[src/rtl/uart_tx_drain.sv]
`default_nettype none
// +----------------------------------------------------------------------------+
// | Module   : uart_tx_drain                                                   |
// | Purpose  : Pops bytes from the cipher FIFO and sends them as UART frames.  |
// |            Optional even parity bit when UART_TX_PARITY_EN is defined.     |
// | Revision : 1.0 - initial release                                           |
// +----------------------------------------------------------------------------+
module uart_tx_drain #(
  parameter int CLKS_PER_BIT = 10417,
  parameter int DATA_SIZE    = 8
) (
  input  logic                 clk_100MHz,
  input  logic                 reset,
  input  logic                 fifo_empty,
  input  logic [DATA_SIZE-1:0] fifo_data,
  output logic                 fifo_read,
  output logic                 tx,
  output logic                 busy,
  output logic                 byte_done
);

  localparam int BAUD_W = $clog2(CLKS_PER_BIT);
  localparam int BIT_W  = (DATA_SIZE > 1) ? $clog2(DATA_SIZE) : 1;

  localparam logic [BAUD_W-1:0] c_baud_last = BAUD_W'(CLKS_PER_BIT - 1);
  localparam logic [BIT_W-1:0]  c_bit_last  = BIT_W'(DATA_SIZE - 1);

  typedef enum logic [2:0] {
    S_IDLE   = 3'd0,
    S_START  = 3'd1,
    S_DATA   = 3'd2,
    S_STOP   = 3'd3
`ifdef UART_TX_PARITY_EN
    , S_PARITY = 3'd4
`endif
  } state_t;

  state_t               r_state, w_state_next;
  logic                 r_tx, w_tx_next;
  logic                 r_fifo_read, w_fifo_read_next;
  logic [DATA_SIZE-1:0] r_shreg, w_shreg_next;
  logic [DATA_SIZE-1:0] w_shifted;
  logic [BAUD_W-1:0]    r_baud, w_baud_next;
  logic [BIT_W-1:0]     r_bit, w_bit_next;
  logic                 w_baud_end;
`ifdef UART_TX_PARITY_EN
  logic                 r_parity, w_parity_next;
`endif

  assign w_baud_end = (r_baud == c_baud_last);
  assign w_shifted  = r_shreg >> 1;

  always_comb begin
    w_state_next     = r_state;
    w_tx_next        = r_tx;
    w_fifo_read_next = 1'b0;
    w_shreg_next     = r_shreg;
    w_bit_next       = r_bit;
    w_baud_next      = w_baud_end ? '0 : r_baud + 1'b1;
`ifdef UART_TX_PARITY_EN
    w_parity_next    = r_parity;
`endif
    case (r_state)
      S_IDLE: begin
        w_baud_next = '0;
        w_tx_next   = 1'b1;
        if (!fifo_empty) begin
          w_shreg_next  = fifo_data;
          w_bit_next    = '0;
          w_tx_next     = 1'b0;
          w_state_next  = S_START;
`ifdef UART_TX_PARITY_EN
          w_parity_next = 1'b0;
`endif
        end
      end
      S_START: begin
        // Pop lands in the second START cycle, so the FIFO head settles long before IDLE.
        w_fifo_read_next = (r_baud == '0);
        if (w_baud_end) begin
          w_tx_next    = r_shreg[0];
          w_state_next = S_DATA;
        end
      end
      S_DATA: begin
        if (w_baud_end) begin
          w_shreg_next  = w_shifted;
`ifdef UART_TX_PARITY_EN
          w_parity_next = r_parity ^ r_shreg[0];
`endif
          if (r_bit == c_bit_last) begin
`ifdef UART_TX_PARITY_EN
            w_tx_next    = r_parity ^ r_shreg[0];
            w_state_next = S_PARITY;
`else
            w_tx_next    = 1'b1;
            w_state_next = S_STOP;
`endif
          end else begin
            w_bit_next = r_bit + 1'b1;
            w_tx_next  = w_shifted[0];
          end
        end
      end
`ifdef UART_TX_PARITY_EN
      S_PARITY: begin
        if (w_baud_end) begin
          w_tx_next    = 1'b1;
          w_state_next = S_STOP;
        end
      end
`endif
      S_STOP: begin
        if (w_baud_end) begin
          w_state_next = S_IDLE;
        end
      end
      default: begin
        w_state_next = S_IDLE;
        w_tx_next    = 1'b1;
        w_baud_next  = '0;
      end
    endcase
  end

  always_ff @(posedge clk_100MHz or posedge reset) begin
    if (reset) begin
      r_state     <= S_IDLE;
      r_tx        <= 1'b1;
      r_fifo_read <= 1'b0;
      r_shreg     <= '0;
      r_baud      <= '0;
      r_bit       <= '0;
`ifdef UART_TX_PARITY_EN
      r_parity    <= 1'b0;
`endif
    end else begin
      r_state     <= w_state_next;
      r_tx        <= w_tx_next;
      r_fifo_read <= w_fifo_read_next;
      r_shreg     <= w_shreg_next;
      r_baud      <= w_baud_next;
      r_bit       <= w_bit_next;
`ifdef UART_TX_PARITY_EN
      r_parity    <= w_parity_next;
`endif
    end
  end

  assign tx        = r_tx;
  assign fifo_read = r_fifo_read;
  assign busy      = (r_state != S_IDLE);
  assign byte_done = (r_state == S_STOP) && w_baud_end;

endmodule
`default_nettype wire

[config.mk]
export PLATFORM = sky130hd
export DESIGN_NAME = uart_tx_drain
export DESIGN_NICKNAME = d
export VERILOG_FILES = /design/src/rtl/uart_tx_drain.sv
export SDC_FILE = /design/constraint.sdc
export NUM_CORES = 1
export LEC_CHECK = 0
export ABC_AREA = 1
export CAP_MARGIN = 20
export CORE_ASPECT_RATIO = 0.8
export CORE_MARGIN = 2
export CORE_UTILIZATION = 55
export DETAILED_ROUTE_END_ITERATION = 6
export DONT_BUFFER_PORTS = 1
export HOLD_SLACK_MARGIN = 0.06
export PLACE_DENSITY = 0.7
export SYNTH_ARGS = -nofsm -noshare
export SYNTH_HDL_FRONTEND = slang
export SYNTH_SLANG_ARGS = --single-unit
[constraint.sdc]
create_clock -name clk_100MHz -period 3.64 [get_ports clk_100MHz]
set_input_delay 0.364 -clock clk_100MHz [delete_from_list [all_inputs] [get_ports clk_100MHz]]
set_output_delay 0.364 -clock clk_100MHz [all_outputs]
set_load 0.01 [all_outputs]
After elaboration in Yosys (flattened, before gate mapping)
Cells that the tools add are included.
{"block": "classes", "add_sub_neg": 2, "eq_ne": 11, "mux": 21, "n_bitwise": 1, "n_reduce_logical": 10}
{"op": "$mux W14", "n": 2}
{"op": "$mux W3", "n": 8}
{"op": "$mux W8", "n": 2}
{"op": "$pmux W8 S2", "n": 1}
{"op": "$add A14 B1 Y14 const B", "n": 1}
{"op": "$eq A14 B14 Y1 const B", "n": 1}
{"op": "$logic_not A14 Y1", "n": 1}
{"op": "$ne A2 B2 Y1 const B", "n": 6}
{"op": "$pmux W3 S4", "n": 1}
{"op": "$eq A3 B2 Y1 const B", "n": 2}
{"op": "$pmux W3 S2", "n": 1}
{"op": "$reduce_and A3 Y1", "n": 2}
{"op": "$mux W1", "n": 5}
{"op": "$reduce_and A5 Y1", "n": 1}
{"op": "$pmux W1 S4", "n": 1}
{"op": "$reduce_and A4 Y1", "n": 1}
{"op": "$add A3 B1 Y3 const B", "n": 1}
{"op": "$eq A3 B1 Y1 const B", "n": 1}
{"op": "$eq A3 B3 Y1 const B", "n": 1}
{"op": "$logic_not A3 Y1", "n": 1}
{"op": "$reduce_bool A3 Y1", "n": 1}
{"op": "$reduce_or A3 Y1", "n": 1}
{"op": "$reduce_bool A2 Y1", "n": 1}
{"op": "$logic_and A1 B1 Y1", "n": 1}
{"op": "$not A1 Y1", "n": 1}
{"block": "word_totals", "ff_bits": 30, "inputBits": 11, "out_inout_bits": 4, "word_cells": 51}

Logic depth before layout (Yosys ltp)
Gate-level depths: netlist of the first run.
{"block": "depth", "depth_word": 4, "depth_mapped": 11, "mapped_depth_nobuf": 10}

Worst setup path before layout of the first run
No wires, ideal clock.
{"block": "synth_timing", "path_kind": "reg2reg", "start": "reg r_state[0]", "end": "reg r_shreg[4]", "setup_time_ns": 0.117, "t_arrival_ns": 1.457, "slack_ns": 2.065, "path_stages_with_launch": 9, "n_path_buf": 2, "period_less_slack_ns": 1.575, "cell_sequence": "dfrtp_1 -> inv_1 -> ha_1 -> clkbuf_1 -> nor2_1 -> nor2_8 -> buf_6 -> nand2_1 -> o21ai_2"}
{"block": "synth_via", "elab_chain_len": 3, "elab_cells_between_ends": 7, "cone_classes": "3 x eq/ne; 1 x mux; 3 x reduce/logical"}
{"element": "start: declaration", "line_no": "38", "text": "state_t r_state, w_state_next;"}
{"element": "start signal: assignment", "line_no": "138", "text": "r_state <= w_state_next;"}
{"element": "$eq A3 B2 Y1 / $logic_not A3 Y1 (equally long branches)", "line_no": "63", "text": "case (r_state)"}
{"element": "$ne A2 B2 Y1 (no source line) / $reduce_bool A2 Y1 (equally long branches)"}
{"element": "$reduce_and A3 Y1 (no source line)"}
{"element": "end signal: assignment", "line_no": "141", "text": "r_shreg <= w_shreg_next;"}
{"element": "end: declaration", "line_no": "41", "text": "logic [DATA_SIZE-1:0] r_shreg, w_shreg_next;"}
Several ways; a longest one is shown, not always the timed one.
A chain may end at the register's enable or synchronous reset.

Worst setup path after layout of the first run
{"block": "layout_timing", "start": "reg r_baud[0]", "end": "out byte_done"}
{"block": "layout_via", "elab_chain_len": 2}
{"element": "start: declaration", "line_no": "43", "text": "logic [BAUD_W-1:0] r_baud, w_baud_next;"}
{"element": "start signal: assignment", "line_no": "142", "text": "r_baud <= w_baud_next;"}
{"element": "$eq A14 B14 Y1", "line_no": "50", "text": "assign w_baud_end = (r_baud == c_baud_last);"}
{"element": "$logic_and A1 B1 Y1", "line_no": "153", "text": "assign byte_done = (r_state == S_STOP) && w_baud_end;"}
{"element": "end: declaration", "line_no": "19", "text": "output logic byte_done"}
No other way between the ends.

==> results.sh, run 1 <==
export IMPL_diodes=0
export IMPL_ys_seq_area_share_pct=42.63
export IMPL_endpoint_kind="output pin"
export IMPL_path_cells="inv_1 > ha_1 > nand3_1 > nor2_1 > nand2_4 > nor2_1"
export IMPL_ctsResizeCount=0
export IMPL_synthesis_nets=238
export IMPL_synth_common_cells="nand2_1 (47), inv_1 (34), dfrtp_1 (28), nor2_1 (20)"
export IMPL_finalHoldViolCount=0
export IMPL_syn_area_um2=1705
export IMPL_overflow=0
export IMPL_die_y_um=53.81
export IMPL_clock_latency_ps=280
export IMPL_setup_tns_final_ps=0
export IMPL_wl_per_cell_um=12.62
export IMPL_grt_met2_usage_pct=29.33
export IMPL_ios=15
export IMPL_synth_seq_cells=29
export IMPL_vias=1389
export IMPL_drtIter0Drc=119
export IMPL_cts_tree="built"
export IMPL_powerDensity_nw_per_um2=703.6
export IMPL_drv_cap=0
export IMPL_grt_pass1_vias=1255
export IMPL_met3_usage_pct=8.159
export IMPL_synth_cell_types=31
export IMPL_hold_start="fifo_data[7]"
export IMPL_syn_mean_instance_area_um2=7.823
export IMPL_finalClockSkew_ps=5.560
export IMPL_grt_busiest_layer="met1"
export IMPL_fmax_mhz=508.5
export IMPL_via_per_inst=5.261
export IMPL_cts_buffers_inserted=5
export IMPL_async_flop_share_pct=100.0
export IMPL_drc=0
export IMPL_grt_pass1_wl_um=5671
export IMPL_synth_warnings=0
export IMPL_synth_top_area_share_pct=41.09
export IMPL_grt_usage_pct=21.92
export IMPL_drv_slew=0
export IMPL_p_leak_nw=0.9172
export IMPL_post_route_min_period_ps=1967
export IMPL_peakVddDrop_mv=0.4112
export IMPL_fp_dieW_um=66.26
export IMPL_tightest_slew_ps=535.8
export IMPL_slowest_delay_ps=410
export IMPL_use_met1_pct=31.70
export IMPL_antenna_found_initial=0
export IMPL_num_rows=18
export IMPL_final_period_utilization_pct=54.02
export IMPL_synth_most_common_cell="nand2_1"
export IMPL_maxSlewHeadroom_pct=64.24
export IMPL_core_um2=3018
export IMPL_start_kind="register"
export IMPL_rsz0062_at_grt="false"
export IMPL_p_total_mw=1.309
export IMPL_fin_nets=244
export IMPL_cpMostUsedCell="nor2_1"
export IMPL_cp_required_ps=3280
export IMPL_firstDrtPassIters=4
export IMPL_p_switching_mw=0.5533
export IMPL_dp_hpwl_um=2470
export IMPL_clk_path_buf_depth=2
export IMPL_setup_viol=0
export IMPL_synth_edff_count=0
export IMPL_r2r_start="r_state[0]"
export IMPL_clkSinkCount=29
export IMPL_critical_path_arrival_ps=1600
export IMPL_fp_dieArea_um2=3565
export IMPL_grt_max_degree=30
export IMPL_cts_root_buf="clkbuf_8"
export IMPL_power_internal_mw=0.7557
export IMPL_cts_setup_buffers=0
export IMPL_hold_class="input pin to register"
export IMPL_gp_congestion=0.9135
export IMPL_outcome="complete, no violations"
export IMPL_ant_nets=0
export IMPL_seqPwrFrac_pct=37.1
export IMPL_clkPwrFrac_pct=20.3
export IMPL_portBuffers=0
export IMPL_routed_wl_um=3331
export IMPL_path_max_fanout=6
export IMPL_initial_core_util_pct=56.51
export IMPL_synth_largest_area_cell="dfrtp_1"
export IMPL_synth_cells=218
export IMPL_critical_path_class="register to output pin"
export IMPL_crit_start="r_baud[0]"
export IMPL_clkTransAtPathRegs_ps=60
export IMPL_drive_gt1_share_pct=9.375
export IMPL_synth_area_top_cells="dfrtp_1 (41%), nand2_1 (10%), inv_1 (7.5%), ha_1 (6.6%), nor2_1 (4.4%)"
export IMPL_critPathSlowestCell="dfrtp_1"
export IMPL_htreeDepth=2
export IMPL_power_frac_comb_pct=42.5
export IMPL_syn_to_final_growth_pct=9.097
export IMPL_sw_frac_of_total_pct=42.27
export IMPL_synth_ff_type="dfrtp_1"
[worst max-delay path: cells and delay by family, from the launching register on]
| family | cells | cell delay, ps |
|---|---|---|
| flops | 1 | 410 |
| buf+inv | 1 | 70 |
| simple gates | 4 | 710 |
| fa+ha+maj | 1 | 140 |
[cell families after synthesis]
logic type	count (synthesis)	synth area share [%]
buf+inv	40	9.244
flops	29	42.63
fa+ha+maj	9	6.603
simple gates	111	31.47
xor+xnor	4	2.055
compound gates	25	7.998
[cell usage in the layout, fill, tap and decap left out, drive strengths merged, types with 3 or more instances in the layout]
cell type,n
nand2,52
nand3,13
nor2,23
o21ai,19
clkbuf,7
nor4,3
inv,36
xor2,3
nand4,7
nor3,11
dfrtp,28
ha,9
a21oi,4
[layout make-up]
cell class	count	area, um2
Multi-Input combinational cell	149	820.8
Sequential cell	29	726.9
Clock buffer	7	86.33
Inverter	37	138.9
Fill cell	282	1157
Tap cell	40	50.05
Timing Repair Buffer	2	37.54
[final timing paths]
| kind | to | slack, ps | depth (start not counted) |
|---|---|---|---|
| setup / recovery | byte_done | 1670 | 6 |
| hold / removal | r_shreg[7] | 250 | 2 |
| setup reg to reg | r_bit[1] | 1710 | 9 |
| hold reg to reg | r_baud[0] | 510 | 1 |
| max in group asynchronous | tx | 2520 | 3 |
| min in group asynchronous | r_baud[12] | 570 | 2 |
[power groups by stage]
stage               Sequential (mW)  Combinational (mW)  Clock [mW]
floorplan                     0.476               0.469           0
global placement              0.487               0.532           0
detailed placement            0.490               0.550           0
CTS                           0.485               0.554       0.276
global route                  0.497               0.641       0.288
finish                        0.486               0.557       0.266
[routing by layer]
layer,up-vias,part of all wire (%)
li1,709,-
met2,36,42
met5,-,0
met1,637,50
met3,7,6.3
met4,0,1.4
[repair_timing]
item                                    in CTS  in global routing
endpoints found under the setup margin       0                  0
hold endpoints to repair                     0                 11
hold buffers                                 0                  1
[stage by stage]
step | setup slack (ps) | utilization, % | std cells | hold slack [ps] | cell area (um2)
final | 1674 | 61.65 | 264 | 252.2 | 1861
after global routing | 1520 | 61.65 | 264 | 241.3 | 1861
after CTS | 1674 | 60.41 | 262 | 243.9 | 1823
after detailed placement | 1723 | 57.55 | 255 | 492.4 | 1737
after global placement | 1841 | 57.55 | 255 | 471.0 | 1737
after floorplan | 2065 | - | 218 | 441.4 | 1705
[registers in the layout, indices dropped and copies added (netlist names)]
register	flops
r_baud	14
r_shreg	8
r_bit	3
r_state	2
fifo_read	1
tx	1
No activity file was read; power rests on OpenSTA's default activity.
==> run 2: changes to the inputs <==
- clock period: 3.64 -> 1.9 ns (I/O delays scaled with it)
==> run 2 against run 1 <==
Compared with the run above: via count rose by 0.79%; largest power group unchanged; first-iteration DRC count down 38%; critical path type unchanged; power up 98%.
==> results.sh, run 2 (synthesis results as in run 1) <==
export IMPL_outcome="complete, no violations"
export IMPL_power_frac_comb_pct=42.8
export IMPL_largest_reg_flops=14
export IMPL_drv_slew=0
export IMPL_fin_nets=246
export IMPL_routed_wl_um=3279
export IMPL_grt_pass1_wl_um=5471
export IMPL_endpoint_kind="output pin"
export IMPL_p_leak_nw=0.9269
export IMPL_hold_start="fifo_data[7]"
export IMPL_ant_nets=0
export IMPL_final_area_um2=1873
export IMPL_p_total_mw=2.593
export IMPL_ios=15
export IMPL_tightest_slew_ps=466.4
export IMPL_critical_path_arrival_ps=1590
export IMPL_layout_commonest_cell="nand2_1"
export IMPL_htreeDepth=2
export IMPL_syn_to_final_growth_pct=9.831
export IMPL_final_cell_mix="nand2_1 (47), inv_1 (34), dfrtp_1 (28)"
export IMPL_sw_frac_of_total_pct=41.50
export IMPL_min_path_cells=2
export IMPL_path_max_fanout=6
export IMPL_slowest_delay_ps=420
export IMPL_clock_latency_ps=280
export IMPL_diodes=0
export IMPL_maxSlewHeadroom_pct=68.62
export IMPL_multiInputGateArea_um2=823.3
export IMPL_fp_dieArea_um2=3565
export IMPL_top_regs="r_baud: 14 flops, r_shreg: 8 flops, r_bit: 3 flops"
export IMPL_cts_root_buf="clkbuf_8"
export IMPL_wl_per_cell_um=12.28
export IMPL_portBuffers=0
export IMPL_finalClockSkew_ps=5.848
export IMPL_drv_cap=0
export IMPL_grt_pass1_vias=1232
export IMPL_top_register="r_baud"
export IMPL_post_route_min_period_ps=1783
export IMPL_antenna_found_initial=0
export IMPL_clkTransAtPathRegs_ps=60
export IMPL_setup_viol=0
export IMPL_powerDensity_nw_per_um2=1384
export IMPL_num_rows=18
export IMPL_power_internal_mw=1.517
export IMPL_cts_setup_buffers=0
export IMPL_reg2reg_slack_ps=180
export IMPL_rsz0062_at_grt="false"
export IMPL_clk_path_buf_depth=2
export IMPL_num_fill_cells=280
export IMPL_final_period_utilization_pct=93.84
export IMPL_path_cells="inv_1 > ha_1 > nand3_1 > nor2_1 > nand2_4 > nor2_1"
export IMPL_clkSinkCount=29
export IMPL_grt_max_degree=19
export IMPL_hold_class="input pin to register"
export IMPL_cp_required_ps=1710
export IMPL_initial_core_util_pct=56.51
export IMPL_fmax_mhz=560.9
export IMPL_finalHoldViolCount=0
export IMPL_drtIter0Drc=74
export IMPL_peakVddDrop_mv=0.8707
export IMPL_r2r_cells=8
export IMPL_post_dp_cell_area_um2=1759
export IMPL_clkPwrFrac_pct=21.2
export IMPL_gp_congestion=0.9356
export IMPL_whs_endpoint="r_shreg[7]"
export IMPL_cts_buffers_inserted=5
export IMPL_critical_path_class="register to output pin"
export IMPL_via_per_inst=5.243
export IMPL_reg2reg_to="r_bit[1]"
export IMPL_vias=1400
export IMPL_fp_dieW_um=66.26
export IMPL_overflow=0
export IMPL_critPathSlowestCell="dfrtp_1"
export IMPL_start_kind="register"
export IMPL_dp_hpwl_um=2578
export IMPL_grt_usage_pct=20.61
export IMPL_setup_tns_final_ps=0
export IMPL_r2r_start="r_state[1]"
export IMPL_die_y_um=53.81
export IMPL_cpMostUsedCell="nor2_1"
export IMPL_core_um2=3018
export IMPL_firstDrtPassIters=4
export IMPL_crit_start="r_baud[0]"
export IMPL_regArea_um2=726.9
export IMPL_cts_tree="built"
export IMPL_seqPwrFrac_pct=36.0
export IMPL_holdWs_ps=95.27
export IMPL_drc=0
export IMPL_p_switching_mw=1.076
export IMPL_drive_gt1_share_pct=11.45
==> run 2: changes by cell type in the layout (fill, tap and decap cells not counted) <==
cell / before / now
buf_4: 0 / 3
buf_16: 1 / 0
clkbuf_1: 1 / 0
clkbuf_8: 6 / 7
clkinv_2: 0 / 1
ha_1: 9 / 8
ha_2: 0 / 1
==> run 2: layout make-up <==
type	count	share of cell area, %
clock buffer	7	5.144
clock inverter	1	0.2672
inverter	37	7.415
multi-input combinational	149	43.95
sequential	29	38.81
tap	40	2.672
timing repair buffer	4	1.737
==> run 2: worst max-delay path by stage <==
stage	end	slack (ps)	cells after the start
3_5_place_dp	r_bit[1]	180	8
6_report	byte_done	120	6
2_1_floorplan	r_shreg[4]	330	8
5_1_grt	r_bit[0]	10	8
3_3_place_gp	r_bit[0]	260	8
4_1_cts	byte_done	110	6
==> run 2: repair_timing <==
action / in CTS / in global routing
setup endpoints to repair: 0 / 1
hold buffers: 1 / 0
endpoints found under the hold margin: 11 / 0
gates resized for setup: 0 / 1
==> run 2: power groups by stage <==
stage / registers (mW) / clock network (mW) / logic [mW]
floorplan: 0.912 / 0 / 0.898
global placement: 0.933 / 0 / 1.05
detailed placement: 0.945 / 0 / 1.10
CTS: 0.933 / 0.565 / 1.11
global route: 0.954 / 0.586 / 1.27
finish: 0.934 / 0.550 / 1.11
==> run 2: worst max-delay path: cells and delay by family (launching register included) <==
family        cells  cell delay (ps)
simple gates      4              680
flops             1              420
fa+ha+maj         1              140
buf+inv           1               80
==> run 2: metal layers <==
layer / vias to the layer above / GRT usage (%) / wire (um)
li1: 713 / - / -
met1: 653 / 28.99 / 1624
met2: 32 / 29.67 / 1472
met3: 2 / 7.531 / 172
met4: 0 / 6.463 / 10
met5: - / 0 / 0
==> run 2: per-stage QoR <==
step                      util (%)  worst slack [ps]  std cells
final                        62.06             117.1        267
after global routing         62.06             13.59        267
after CTS                    61.98             107.2        267
after detailed placement     58.29             184.6        258
after global placement       58.29             264.5        258
after floorplan                  -             325.2        218
